`config.mk`:
```
export PLATFORM = sky130hd
export DESIGN_NAME = regfile_wr_arb
export DESIGN_NICKNAME = d
export VERILOG_FILES = /design/src/rtl/regfile_pkg.sv /design/src/rtl/rr_pick.sv /design/src/rtl/regfile_wr_arb.sv
export SDC_FILE = /design/constraint.sdc
export NUM_CORES = 1
export LEC_CHECK = 0
export ABC_AREA = 1
export CORE_UTILIZATION = 40
export DETAILED_ROUTE_END_ITERATION = 7
export PLACE_DENSITY_LB_ADDON = 0.2
export SLEW_MARGIN = 5
export SYNTH_ARGS = -nofsm -noshare
export SYNTH_HDL_FRONTEND = slang
export SYNTH_HIERARCHICAL = 1
export SYNTH_SLANG_ARGS = --single-unit
```
`constraint.sdc`:
```
create_clock -name clk -period 3.15 [get_ports clk]
set_input_delay 0.315 -clock clk [delete_from_list [all_inputs] [get_ports clk]]
set_output_delay 0.315 -clock clk [all_outputs]
set_load 0.03 [all_outputs]
```
`src/rtl/regfile_pkg.sv`:
```
// Shared types and widths for the register-file write arbiter.
package regfile_pkg;

   typedef enum logic {
      IDLE  = 1'b0,
      BURST = 1'b1
   } arb_state_e;

   localparam int REG_ADDR_W = 5;
   localparam int REG_DATA_W = 32;

   // Round-robin successor of a requester index.
   function automatic logic [1:0] wrap_inc(input logic [1:0] idx, input int n);
      return 2'((int'(idx) + 1) % n);
   endfunction

endpackage

```
`src/rtl/rr_pick.sv`:
```
// Round-robin priority pick: first valid requester at or after ptr_i wins.
module rr_pick #(
   parameter int NUM_REQ = 2
) (
   input  logic [NUM_REQ-1:0] valid_i,
   input  logic [1:0]         ptr_i,
   output logic [NUM_REQ-1:0] grant_o
);

   // Walk the distances from ptr_i in order and grant the first valid hit.
   always_comb begin
      logic found;
      grant_o = '0;
      found   = 1'b0;
      for (int d = 0; d < NUM_REQ; d++) begin
         for (int j = 0; j < NUM_REQ; j++) begin
            if (!found && valid_i[j] && (j == (int'(ptr_i) + d) % NUM_REQ)) begin
               grant_o[j] = 1'b1;
               found      = 1'b1;
            end else begin
               grant_o[j] = grant_o[j];
            end
         end
      end
   end

endmodule

```
`src/rtl/regfile_wr_arb.sv`:
```
// Register-file write arbiter: round-robin with locked bursts and a
// one-cycle registered write port.
module regfile_wr_arb
   import regfile_pkg::*;
#(
   parameter int NUM_REQ   = 2,
   parameter int BURST_MAX = 4,
   parameter int DROP_ZERO = 1
) (
   input  logic                           clk,
   input  logic                           reset,
   input  logic [NUM_REQ-1:0]             req_valid,
   input  logic [NUM_REQ-1:0]             req_lock,
   input  logic [NUM_REQ*REG_ADDR_W-1:0]  req_addr,
   input  logic [NUM_REQ*REG_DATA_W-1:0]  req_data,
   output logic [NUM_REQ-1:0]             req_ready,
   input  logic                           stall,
   output logic [REG_ADDR_W-1:0]          WriteAddr,
   output logic [REG_DATA_W-1:0]          WriteData,
   output logic                           RegWrite,
   output logic [1:0]                     grant_id
);

   localparam int              CNT_W   = $clog2(BURST_MAX + 1);
   localparam logic [CNT_W-1:0] CNT_MAX = CNT_W'(BURST_MAX);

   arb_state_e              state_q, state_d;
   logic [1:0]              owner_q, owner_d;
   logic [1:0]              rr_ptr_q, rr_ptr_d;
   logic [CNT_W-1:0]        burst_cnt_q, burst_cnt_d;
   logic [NUM_REQ-1:0]      pick_s;
   logic [NUM_REQ-1:0]      owner_mask_s;
   logic                    accept_s;
   logic [1:0]              acc_idx_s;
   logic                    acc_lock_s;
   logic [REG_ADDR_W-1:0]   acc_addr_s;
   logic [REG_DATA_W-1:0]   acc_data_s;

   rr_pick #(.NUM_REQ(NUM_REQ)) u_rr_pick (
      .valid_i (req_valid),
      .ptr_i   (rr_ptr_q),
      .grant_o (pick_s)
   );

   // Ready generation and selection of the accepted requester's fields.
   always_comb begin
      owner_mask_s = '0;
      acc_idx_s    = 2'd0;
      acc_lock_s   = 1'b0;
      acc_addr_s   = '0;
      acc_data_s   = '0;
      for (int j = 0; j < NUM_REQ; j++) begin
         owner_mask_s[j] = (owner_q == 2'(j));
      end
      if (reset || stall) begin
         req_ready = '0;
      end else if (state_q == BURST) begin
         req_ready = owner_mask_s & req_valid;
      end else begin
         req_ready = pick_s;
      end
      for (int j = 0; j < NUM_REQ; j++) begin
         acc_idx_s  = req_ready[j] ? 2'(j) : acc_idx_s;
         acc_lock_s = req_ready[j] ? req_lock[j] : acc_lock_s;
         acc_addr_s = req_ready[j] ? req_addr[j*REG_ADDR_W +: REG_ADDR_W] : acc_addr_s;
         acc_data_s = req_ready[j] ? req_data[j*REG_DATA_W +: REG_DATA_W] : acc_data_s;
      end
      accept_s = |req_ready;
   end

   // Burst FSM, round-robin pointer and burst counter next state.
   always_comb begin
      state_d     = state_q;
      owner_d     = owner_q;
      rr_ptr_d    = rr_ptr_q;
      burst_cnt_d = burst_cnt_q;
      case (state_q)
         IDLE: begin
            if (accept_s) begin
               rr_ptr_d = wrap_inc(acc_idx_s, NUM_REQ);
               if (acc_lock_s && (BURST_MAX > 1)) begin
                  state_d     = BURST;
                  owner_d     = acc_idx_s;
                  burst_cnt_d = CNT_W'(1);
               end else begin
                  burst_cnt_d = '0;
               end
            end else begin
               state_d = IDLE;
            end
         end
         BURST: begin
            if (accept_s) begin
               rr_ptr_d = wrap_inc(acc_idx_s, NUM_REQ);
               if (acc_lock_s && ((burst_cnt_q + CNT_W'(1)) < CNT_MAX)) begin
                  burst_cnt_d = burst_cnt_q + CNT_W'(1);
               end else begin
                  state_d     = IDLE;
                  burst_cnt_d = '0;
               end
            end else if (!stall) begin
               // Owner let go of valid: give up the burst without an accept.
               state_d     = IDLE;
               burst_cnt_d = '0;
            end else begin
               state_d = BURST;
            end
         end
         default: begin
            state_d     = IDLE;
            burst_cnt_d = '0;
         end
      endcase
   end

   // Arbitration state registers.
   always_ff @(posedge clk or posedge reset) begin
      if (reset) begin
         state_q     <= IDLE;
         owner_q     <= 2'd0;
         rr_ptr_q    <= 2'd0;
         burst_cnt_q <= '0;
      end else begin
         state_q     <= state_d;
         owner_q     <= owner_d;
         rr_ptr_q    <= rr_ptr_d;
         burst_cnt_q <= burst_cnt_d;
      end
   end

   // Registered write port; address-0 writes handshake but never issue.
   always_ff @(posedge clk or posedge reset) begin
      if (reset) begin
         RegWrite  <= 1'b0;
         WriteAddr <= '0;
         WriteData <= '0;
         grant_id  <= 2'd0;
      end else if (accept_s) begin
         grant_id <= acc_idx_s;
         if ((DROP_ZERO != 0) && (acc_addr_s == '0)) begin
            RegWrite <= 1'b0;
         end else begin
            RegWrite  <= 1'b1;
            WriteAddr <= acc_addr_s;
            WriteData <= acc_data_s;
         end
      end else begin
         RegWrite <= 1'b0;
      end
   end

endmodule

```
==> results of run 1 <==
[state kept, by name (all words and copies together) (netlist names)]
register     flops
RegWrite         1
WriteAddr        5
WriteData       32
burst_cnt_q      3
grant_id         1
owner_q          1
rr_ptr_q         1
state_q          1
[worst min-delay path, stage by stage (launching register included)]
cell and delay (ns):
dfrtp_1 0.37, nand2_1 0.06, nand2_1 0.05
[cell families (layout without fill, tap and decap cells)]
| kind of cell | after synthesis | after routing |
|---|---|---|
| buffers and inverters | 38 | 149 |
| XOR/XNOR | 1 | 1 |
| flip-flops | 45 | 45 |
| adder cells (fa/ha/maj) | 1 | 1 |
| AND/OR/NAND/NOR | 253 | 253 |
| other | 1 | 1 |
| AO/OA/AOI/OAI | 7 | 7 |
[worst max path at each step]
stage / cells after the start / to / slack [ns]
6_report: 14 / WriteData[21]$_DFFE_PP0P_ / 0.71
5_1_grt: 14 / WriteData[28]$_DFFE_PP0P_ / 0.45
4_1_cts: 14 / WriteData[21]$_DFFE_PP0P_ / 0.70
3_5_place_dp: 14 / WriteData[21]$_DFFE_PP0P_ / 0.37
3_3_place_gp: 14 / WriteData[27]$_DFFE_PP0P_ / 0.47
2_1_floorplan: 10 / WriteData[10]$_DFFE_PP0P_ / 0.89
[power breakdown]
part | switching [mW] | internal [mW] | total (mW)
Combinational | 1.02 | 0.632 | 1.65
Sequential | 0.147 | 0.798 | 0.946
Clock | 0.190 | 0.258 | 0.448
[layout make-up]
type | instances | area [um^2]
Fill cell | 565 | 2180
Multi-Input combinational cell | 263 | 1170
Clock buffer | 6 | 82.6
Inverter | 14 | 52.6
Timing Repair Buffer | 127 | 1250
Sequential cell | 45 | 1130
Tap cell | 75 | 93.8
Clock inverter | 2 | 37.5
[through the flow]
stage          power, mW  instance area (um^2)  setup slack (ns)  utilization [%]
2_1_floorplan       2.01                  2510             0.892                -
3_3_place_gp        2.58                  3690             0.466             61.6
3_5_place_dp        2.61                  3690             0.374             61.6
4_1_cts             3.06                  3810             0.698             63.6
5_1_grt             3.23                  3810             0.445             63.6
6_report            3.04                  3810             0.707             63.6
[routing by layer]
metal  vias up  routed length (um)  GRT usage [%]
met5         -                   0              0
met4         0                 108           6.61
met3        11                 505           5.51
met2        92                3440           40.4
met1      1228                2890           24.1
li1       1314                   -              -
[cell usage in the layout (no fill, tap or decap), drive strengths merged, types with 2 or more instances in the layout]
cell type      netlist  layout
clkdlybuf4s50        0     119
a21oi                2       2
o21ai                4       4
dfrtp               45      45
nand2              162     162
inv                 14      14
buf                 16       8
nand3b               3       3
clkbuf               8       6
nor2                 9       9
nand3               79      79
==> impl_metrics.ini, run 1 <==
[synth]
syn-cell-area_um2 = 2510
yosys_register_bits = 45
synth-simple-area-share_pct = 43.7
synth.top_cell.area_share_pct = 44.8
synth_compound_area_share_pct = 1.49
netlist_top_cells_count = 159 x nand2_1, 79 x nand3_1, 45 x dfrtp_1
yosys.area.top_type = dfrtp_1
synth_mux_area_share_pct = 0
synth_top_family_by_area = simple AND/OR/NAND/NOR gates
synthTopCellsByArea = dfrtp_1 45%, nand2_1 24%, nand3_1 16%, buf_6 4.5%, inv_1 1.5%
synth_fa_ha_area_share_pct = 0.498
synth_ff_type = dfrtp_1
syn_inst = 346
yosysMostFrequentCell = nand2_1
synth-seq-area-share_pct = 44.8
ys_types = 22
synth_warnings = 6
synth.avg_cell_area_um2 = 7.27
synthArstFlopShare_pct = 100
synthXorXnorAreaFrac_pct = 0.348
syn-num-nets = 428
synth_edf_count = 0

[route]
routed_wl_um = 6940
drt-wirelength-per-cell_um = 13.0
antenna_left = 0
drc = 0
via_per_inst = 4.97
vias = 2645
dr.pass1.iters = 4
first_iter_violations = 127

[critical_path]
critPathMaxStageDelay_ns = 0.47
worstReg2RegStart = state_q$_DFF_PP0_
end_kind = register
crit_path_start_kind = primary input
path_class = in2reg
required_ns = 3.33
reg2regPathDepth = 10
path_cells = clkdlybuf4s50_1 > inv_1 > nand2_1 > nand2_1 > nor2_4 > nand3b_4 > buf_4 > nand2_1 > nand2_1 > nand2_1 > nor2_4 > nand2_2 > nand2_1 > nand2_1
critPathLaunch = req_valid[0]
cp.arrival_ns = 2.63
critPathTopFamily = simple AND/OR/NAND/NOR gates
crit_buf_inv = 3
cp_max_fo = 33
rr_endpoint = WriteData[21]$_DFFE_PP0P_
cp_common_cell = nand2_1
slowest_stage = clkdlybuf4s50_1
ff2ff_setup_slack_ns = 0.81

[timing]
slew_violations = 0
slew_headroom_pct = 59.1
period_share_pct = 77.6
rsz0062_at_grt = no
worstMarginPinSlew_ns = 0.611
post-route-min-period_ns = 2.44
timing.setup.tns_ns = 0
hold_ws_ns = 0.507
setup_violations = 0
clock.fmax_mhz = 409
hold_viol = 0
skew_ns = 0.00337

[placed_design]
gp_congestion = 0.789
dpl.cell_count = 524
dpl.hpwl_um = 4960
port_buffers = 121

[final_layout]
final_nets = 538
area_growth_pct = 51.5
fin_cells = 532
drive_gt1_share_pct = 6.13
diodes = 0

[die]
die-height_um = 81.3
design.core.area_um2 = 5990
start_util_pct = 42.0
dieArea_um2 = 6610
pin_count = 123
die_x_um = 81.3
num_rows = 28

[cts]
hold_buffers = 0
clock_path_buffers = 2
ctsResizeCount = 0
clock_sinks = 45
tritoncts = done
cts-root-buf = clkbuf_8
h-tree-depth = 2
clock_latency_ns = 0.29
cts.reportedPaths.clkPinSlew_ns = 0.08
cts_setup_buffers = 0
cts_buffers = 5

[grt]
grt_max_degree = 46
grt_pass1_wl_um = 11100
antenna_found_initial = 0
grt_overflow_total = 0
grt_pass1_vias = 2507
track_usage_pct = 21.8

[worst_hold_path]
min_path_cells = 2
hp-class = reg2reg
hp-start = grant_id[0]$_DFFE_PP0N_
hold_path_end = grant_id[0]$_DFFE_PP0N_

[run_status]
status = completed

[power_and_ir_drop]
p_per_area_nw_per_um2 = 798
ir_drop_uv = 406
p_leak_nw = 1.94

[job]
maxCapViolCount = 0
Note: power is estimated with default switching activity, not from simulation.
==> run 2, diff against run 1 <==
--- a/config.mk
+++ b/config.mk
@@ -6,7 +6,7 @@
 export NUM_CORES = 1
 export LEC_CHECK = 0
 export ABC_AREA = 1
-export CORE_UTILIZATION = 40
+export CORE_UTILIZATION = 37
 export DETAILED_ROUTE_END_ITERATION = 7
 export PLACE_DENSITY_LB_ADDON = 0.2
 export SLEW_MARGIN = 5
==> constraint.sdc (replaced) <==
create_clock -name clk -period 2.1 [get_ports clk]
set_input_delay 0.21 -clock clk [delete_from_list [all_inputs] [get_ports clk]]
set_output_delay 0.21 -clock clk [all_outputs]
set_load 0.03 [all_outputs]
==> run 2 against run 1 <==
Net effect:
- the flow now finishes with violations (DRC)
- largest cell class unchanged
- routed wire length decreased by 0.59%
- largest power group unchanged
- power grew 50%
- via count decreased by 2.1%
==> impl_metrics.ini, run 2 (synthesis gave the netlist of run 1 again) <==
[cts]
cts_setup_buffers = 0
cts-root-buf = clkbuf_8
tritoncts = done
clock_sinks = 45
hold_buffers = 0
ctsResizeCount = 0
clock_path_buffers = 2
h-tree-depth = 2
cts.reportedPaths.clkPinSlew_ns = 0.09
clock_latency_ns = 0.30
cts_buffers = 5

[die]
pin_count = 123
die_x_um = 84.4
num_rows = 29
die-height_um = 84.4
start_util_pct = 38.9
design.core.area_um2 = 6460
dieArea_um2 = 7130

[timing]
skew_ns = 0.00520
worstMarginPinSlew_ns = 0.567
rsz0062_at_grt = no
hold_viol = 0
setup_violations = 0
post-route-min-period_ns = 1.89
period_share_pct = 90.1
clock.fmax_mhz = 528
setup_slack_ns = 0.208
slew_violations = 0
slew_headroom_pct = 62.2

[final_layout]
final_nets = 545
regMostFlops = WriteData
area_growth_pct = 53.6
final_cell_mix = 159 x nand2_1, 119 x clkdlybuf4s50_1, 79 x nand3_1
final_common_cell = nand2_1
reg_top3 = WriteData: 32 flops, WriteAddr: 5 flops, burst_cnt_q: 3 flops
fillers = 636
diodes = 0
largest_reg_flops = 32
fin_cells = 541
seq_area_um2 = 1130
multi_input_area_um2 = 1170
drive_gt1_share_pct = 7.54

[critical_path]
required_ns = 1.89
cp_max_fo = 11
cp.arrival_ns = 1.68
crit_path_start_kind = register
end_kind = output pin
reg2regPathDepth = 10
path_class = reg2out

[route]
via_per_inst = 4.79
vias = 2589
drc = 25
drt-wirelength-per-cell_um = 12.8
antenna_left = 0
dr.pass1.iters = 7
routed_wl_um = 6900
first_iter_violations = 134

[grt]
grt_max_degree = 46
track_usage_pct = 20.1
grt_pass1_wl_um = 11500
grt_pass1_vias = 2466
antenna_found_initial = 0
grt_overflow_total = 0

[run_status]
status = finished, violations left
violations = DRC

[job]
maxCapViolCount = 0

[worst_hold_path]
hp-class = in2async

[placed_design]
dpl.cell_count = 533
dp_slack_ns = -0.0516
gp_congestion = 0.804
dpl.hpwl_um = 5160
port_buffers = 121

[power_and_ir_drop]
ir_drop_uv = 570
p_leak_nw = 1.97
p_per_area_nw_per_um2 = 1180
[run 2: cell count changes in the layout (fill, tap and decap cells not counted)]
cell       change
buf_4          +5
buf_12         +2
bufinv_16      -1
clkbuf_8       -1
clkinv_2       +1
inv_2          -1
inv_4          +1
inv_6          +1
[run 2: final timing paths]
| kind | slack, ns | endpoint | start |
|---|---|---|---|
| max | 0.21 | req_ready[0] | state_q$_DFF_PP0_ |
| min | 0.44 | WriteData[22]$_DFFE_PP0P_ | reset |
| max reg2reg | 0.27 | WriteData[25]$_DFFE_PP0P_ | state_q$_DFF_PP0_ |
| min reg2reg | 0.49 | grant_id[0]$_DFFE_PP0N_ | grant_id[0]$_DFFE_PP0N_ |
| max in group asynchronous | 1.28 | WriteData[9]$_DFFE_PP0P_ | reset |
| min in group clk | 0.49 | grant_id[0]$_DFFE_PP0N_ | grant_id[0]$_DFFE_PP0N_ |
[run 2: final cells by class]
cell class                      instances  area share, %
Tap cell                               77           2.49
Clock inverter                          3          0.551
Timing Repair Buffer                  134           34.4
Inverter                               14           1.42
Clock buffer                            5           1.78
Multi-Input combinational cell        263           30.2
Sequential cell                        45           29.1
[run 2: per-layer routing]
layer	share of wire [%]	track usage, %	wire (um)	vias up
met1	45	24.6	3100	1177
li1	-	-	-	1330
met3	7.1	5.01	491	2
met4	0.42	4.62	29	0
met5	0	0	0	-
met2	48	35.9	3280	80
[run 2: report_power, final]
part           total, mW  internal, mW  switching [mW]
sequential          1.41          1.20           0.216
combinational       2.61          1.07            1.54
clock              0.546         0.236           0.310
[run 2: worst max-delay path, stage by stage, from the launching register on]
cell     delay (ns)
dfrtp_1        0.54
nor2_1         0.11
nor2_2         0.17
nand2_2        0.11
inv_2          0.11
buf_4          0.18
buf_4          0.17
[run 2: metrics by stage]
stage	utilization, %	power (mW)	TNS (ns)	cell area (um^2)	hold slack (ns)
after floorplan	-	3.02	0	2520	0.110
after global placement	58.4	4.02	0	3770	0.466
after detailed placement	58.4	4.05	-0.783	3770	0.475
after CTS	59.8	4.61	0	3860	0.456
after global routing	59.8	4.87	0	3860	0.489
final	59.8	4.57	0	3860	0.441
==> run 3, diff against run 2 <==
--- a/config.mk
+++ b/config.mk
@@ -6,6 +6,8 @@
 export NUM_CORES = 1
 export LEC_CHECK = 0
 export ABC_AREA = 1
+export CAP_MARGIN = 5
+export CORE_ASPECT_RATIO = 0.75
 export CORE_UTILIZATION = 37
 export DETAILED_ROUTE_END_ITERATION = 7
 export PLACE_DENSITY_LB_ADDON = 0.2
==> run 3 against run 2 <==
Net effect:
- the flow now finishes without violations
- combinational power about the same
- sequential share of layout area decreased by 0.48 points
- largest cell class unchanged
- worst setup slack got worse by 0.037 ns
- count of clock-buffer cells in the layout unchanged
- non-clock buffer count increased by 5
- routed wire length increased by 3.6%
- via count increased by 1.0%
- maximum frequency decreased by 1.9%
- global-route usage increased by 0.78 points
- final area increased by 1.7%
- first-iteration DRC count decreased by 22%
==> impl_metrics.ini, run 3 (synthesis gave the netlist of run 1 again) <==
[timing]
setup_slack_ns = 0.171
slew_headroom_pct = 63.2
clock.fmax_mhz = 518
worstMarginPinSlew_ns = 0.552
timing.setup.tns_ns = 0
post-route-min-period_ns = 1.93
slew_violations = 0
skew_ns = 0.00564
period_share_pct = 91.9
rsz0062_at_grt = no
setup_violations = 0
hold_ws_ns = 0.423
hold_viol = 0

[cts]
cts_setup_buffers = 0
clock_path_buffers = 2
tritoncts = done
clock_latency_ns = 0.31
cts_buffers = 5
ctsResizeCount = 0
cts.reportedPaths.clkPinSlew_ns = 0.09
hold_buffers = 0
cts-root-buf = clkbuf_8
h-tree-depth = 2
clock_sinks = 45

[power_and_ir_drop]
p_leak_nw = 2.01
ir_drop_uv = 441
p_per_area_nw_per_um2 = 1220

[final_layout]
final_cell_mix = 159 x nand2_1, 119 x clkdlybuf4s50_1, 79 x nand3_1
largest_reg_flops = 32
area_growth_pct = 56.2
reg_top3 = WriteData: 32 flops, WriteAddr: 5 flops, burst_cnt_q: 3 flops
regMostFlops = WriteData
final_nets = 550
diodes = 0
drive_gt1_share_pct = 8.53
fin_cells = 550
final_common_cell = nand2_1

[die]
die-height_um = 73.4
die_x_um = 97.2
pin_count = 123
start_util_pct = 39.0
design.core.area_um2 = 6440
dieArea_um2 = 7130
num_rows = 25

[route]
antenna_left = 0
dr.pass1.iters = 5
first_iter_violations = 105
drt-wirelength-per-cell_um = 13.0
via_per_inst = 4.75
drc = 0
vias = 2615
routed_wl_um = 7150

[critical_path]
cp.arrival_ns = 1.72
cp_max_fo = 22
path_cells = clkdlybuf4s50_1 > nand2_1 > nand2_1 > nor2_4 > nand3b_4 > inv_2 > buf_6 > buf_4
critPathMaxStageDelay_ns = 0.52
cp_common_cell = nand2_1
end_kind = output pin
slowest_stage = clkdlybuf4s50_1
required_ns = 1.89
path_class = in2out
crit_path_start_kind = primary input

[grt]
grt_max_degree = 46
track_usage_pct = 20.9
antenna_found_initial = 0
grt_pass1_wl_um = 11800
grt_overflow_total = 0
grt_pass1_vias = 2411

[worst_hold_path]
hp-class = in2async

[placed_design]
dp_slack_ns = 0.0300
dpl.cell_count = 542
port_buffers = 121
gp_congestion = 0.794
dpl.hpwl_um = 5450

[job]
maxCapViolCount = 0

[run_status]
status = completed
-- run 3: worst paths after layout --
| kind | start | to | slack, ns | depth (start not counted) |
|---|---|---|---|---|
| setup / recovery | req_valid[1] | req_ready[1] | 0.17 | 8 |
| hold reg to reg | grant_id[0]$_DFFE_PP0N_ | grant_id[0]$_DFFE_PP0N_ | 0.50 | 2 |
| setup reg to reg | rr_ptr_q[0]$_DFFE_PP0N_ | WriteData[11]$_DFFE_PP0P_ | 0.34 | 12 |
| hold / removal | reset | WriteAddr[3]$_DFFE_PP0P_ | 0.42 | 3 |
| min in group clk | grant_id[0]$_DFFE_PP0N_ | grant_id[0]$_DFFE_PP0N_ | 0.50 | 2 |
| max in group asynchronous | reset | WriteData[31]$_DFFE_PP0P_ | 1.30 | 3 |
-- run 3: per-stage QoR --
stage	area (um^2)	utilization, %	total power, mW
2_1_floorplan	2520	-	3.02
3_3_place_gp	3790	58.8	4.01
3_5_place_dp	3790	58.8	4.04
4_1_cts	3930	60.9	4.83
5_1_grt	3930	61.0	5.11
6_report	3930	61.0	4.79
-- run 3: power breakdown --
part           total, mW  internal (mW)  switching (mW)
Sequential          1.42           1.20           0.223
Clock              0.765          0.472           0.293
Combinational       2.60           1.05            1.55
Total               4.79           2.72            2.06
-- run 3: metal layers --
layer / share of wire [%] / up-vias / GRT usage [%]
met5: 0 / - / 0
met4: 0.74 / 0 / 3.98
met3: 9.1 / 6 / 7.23
met2: 44 / 101 / 33.1
met1: 46 / 1170 / 28.1
li1: - / 1338 / -
-- run 3: area by class of cell --
class	instances	area [um^2]
tap	81	101
fill	594	2510
clock inverter	3	65.1
multi-input combinational	263	1170
timing repair buffer	139	1350
sequential	45	1130
clock buffer	5	68.8
inverter	14	55.1
-- run 3: critical path: cells and delay by family --
| kind | cells | cell delay, ns |
|---|---|---|
| buffers and inverters | 4 | 1.05 |
| and+or+nand+nor | 4 | 0.45 |
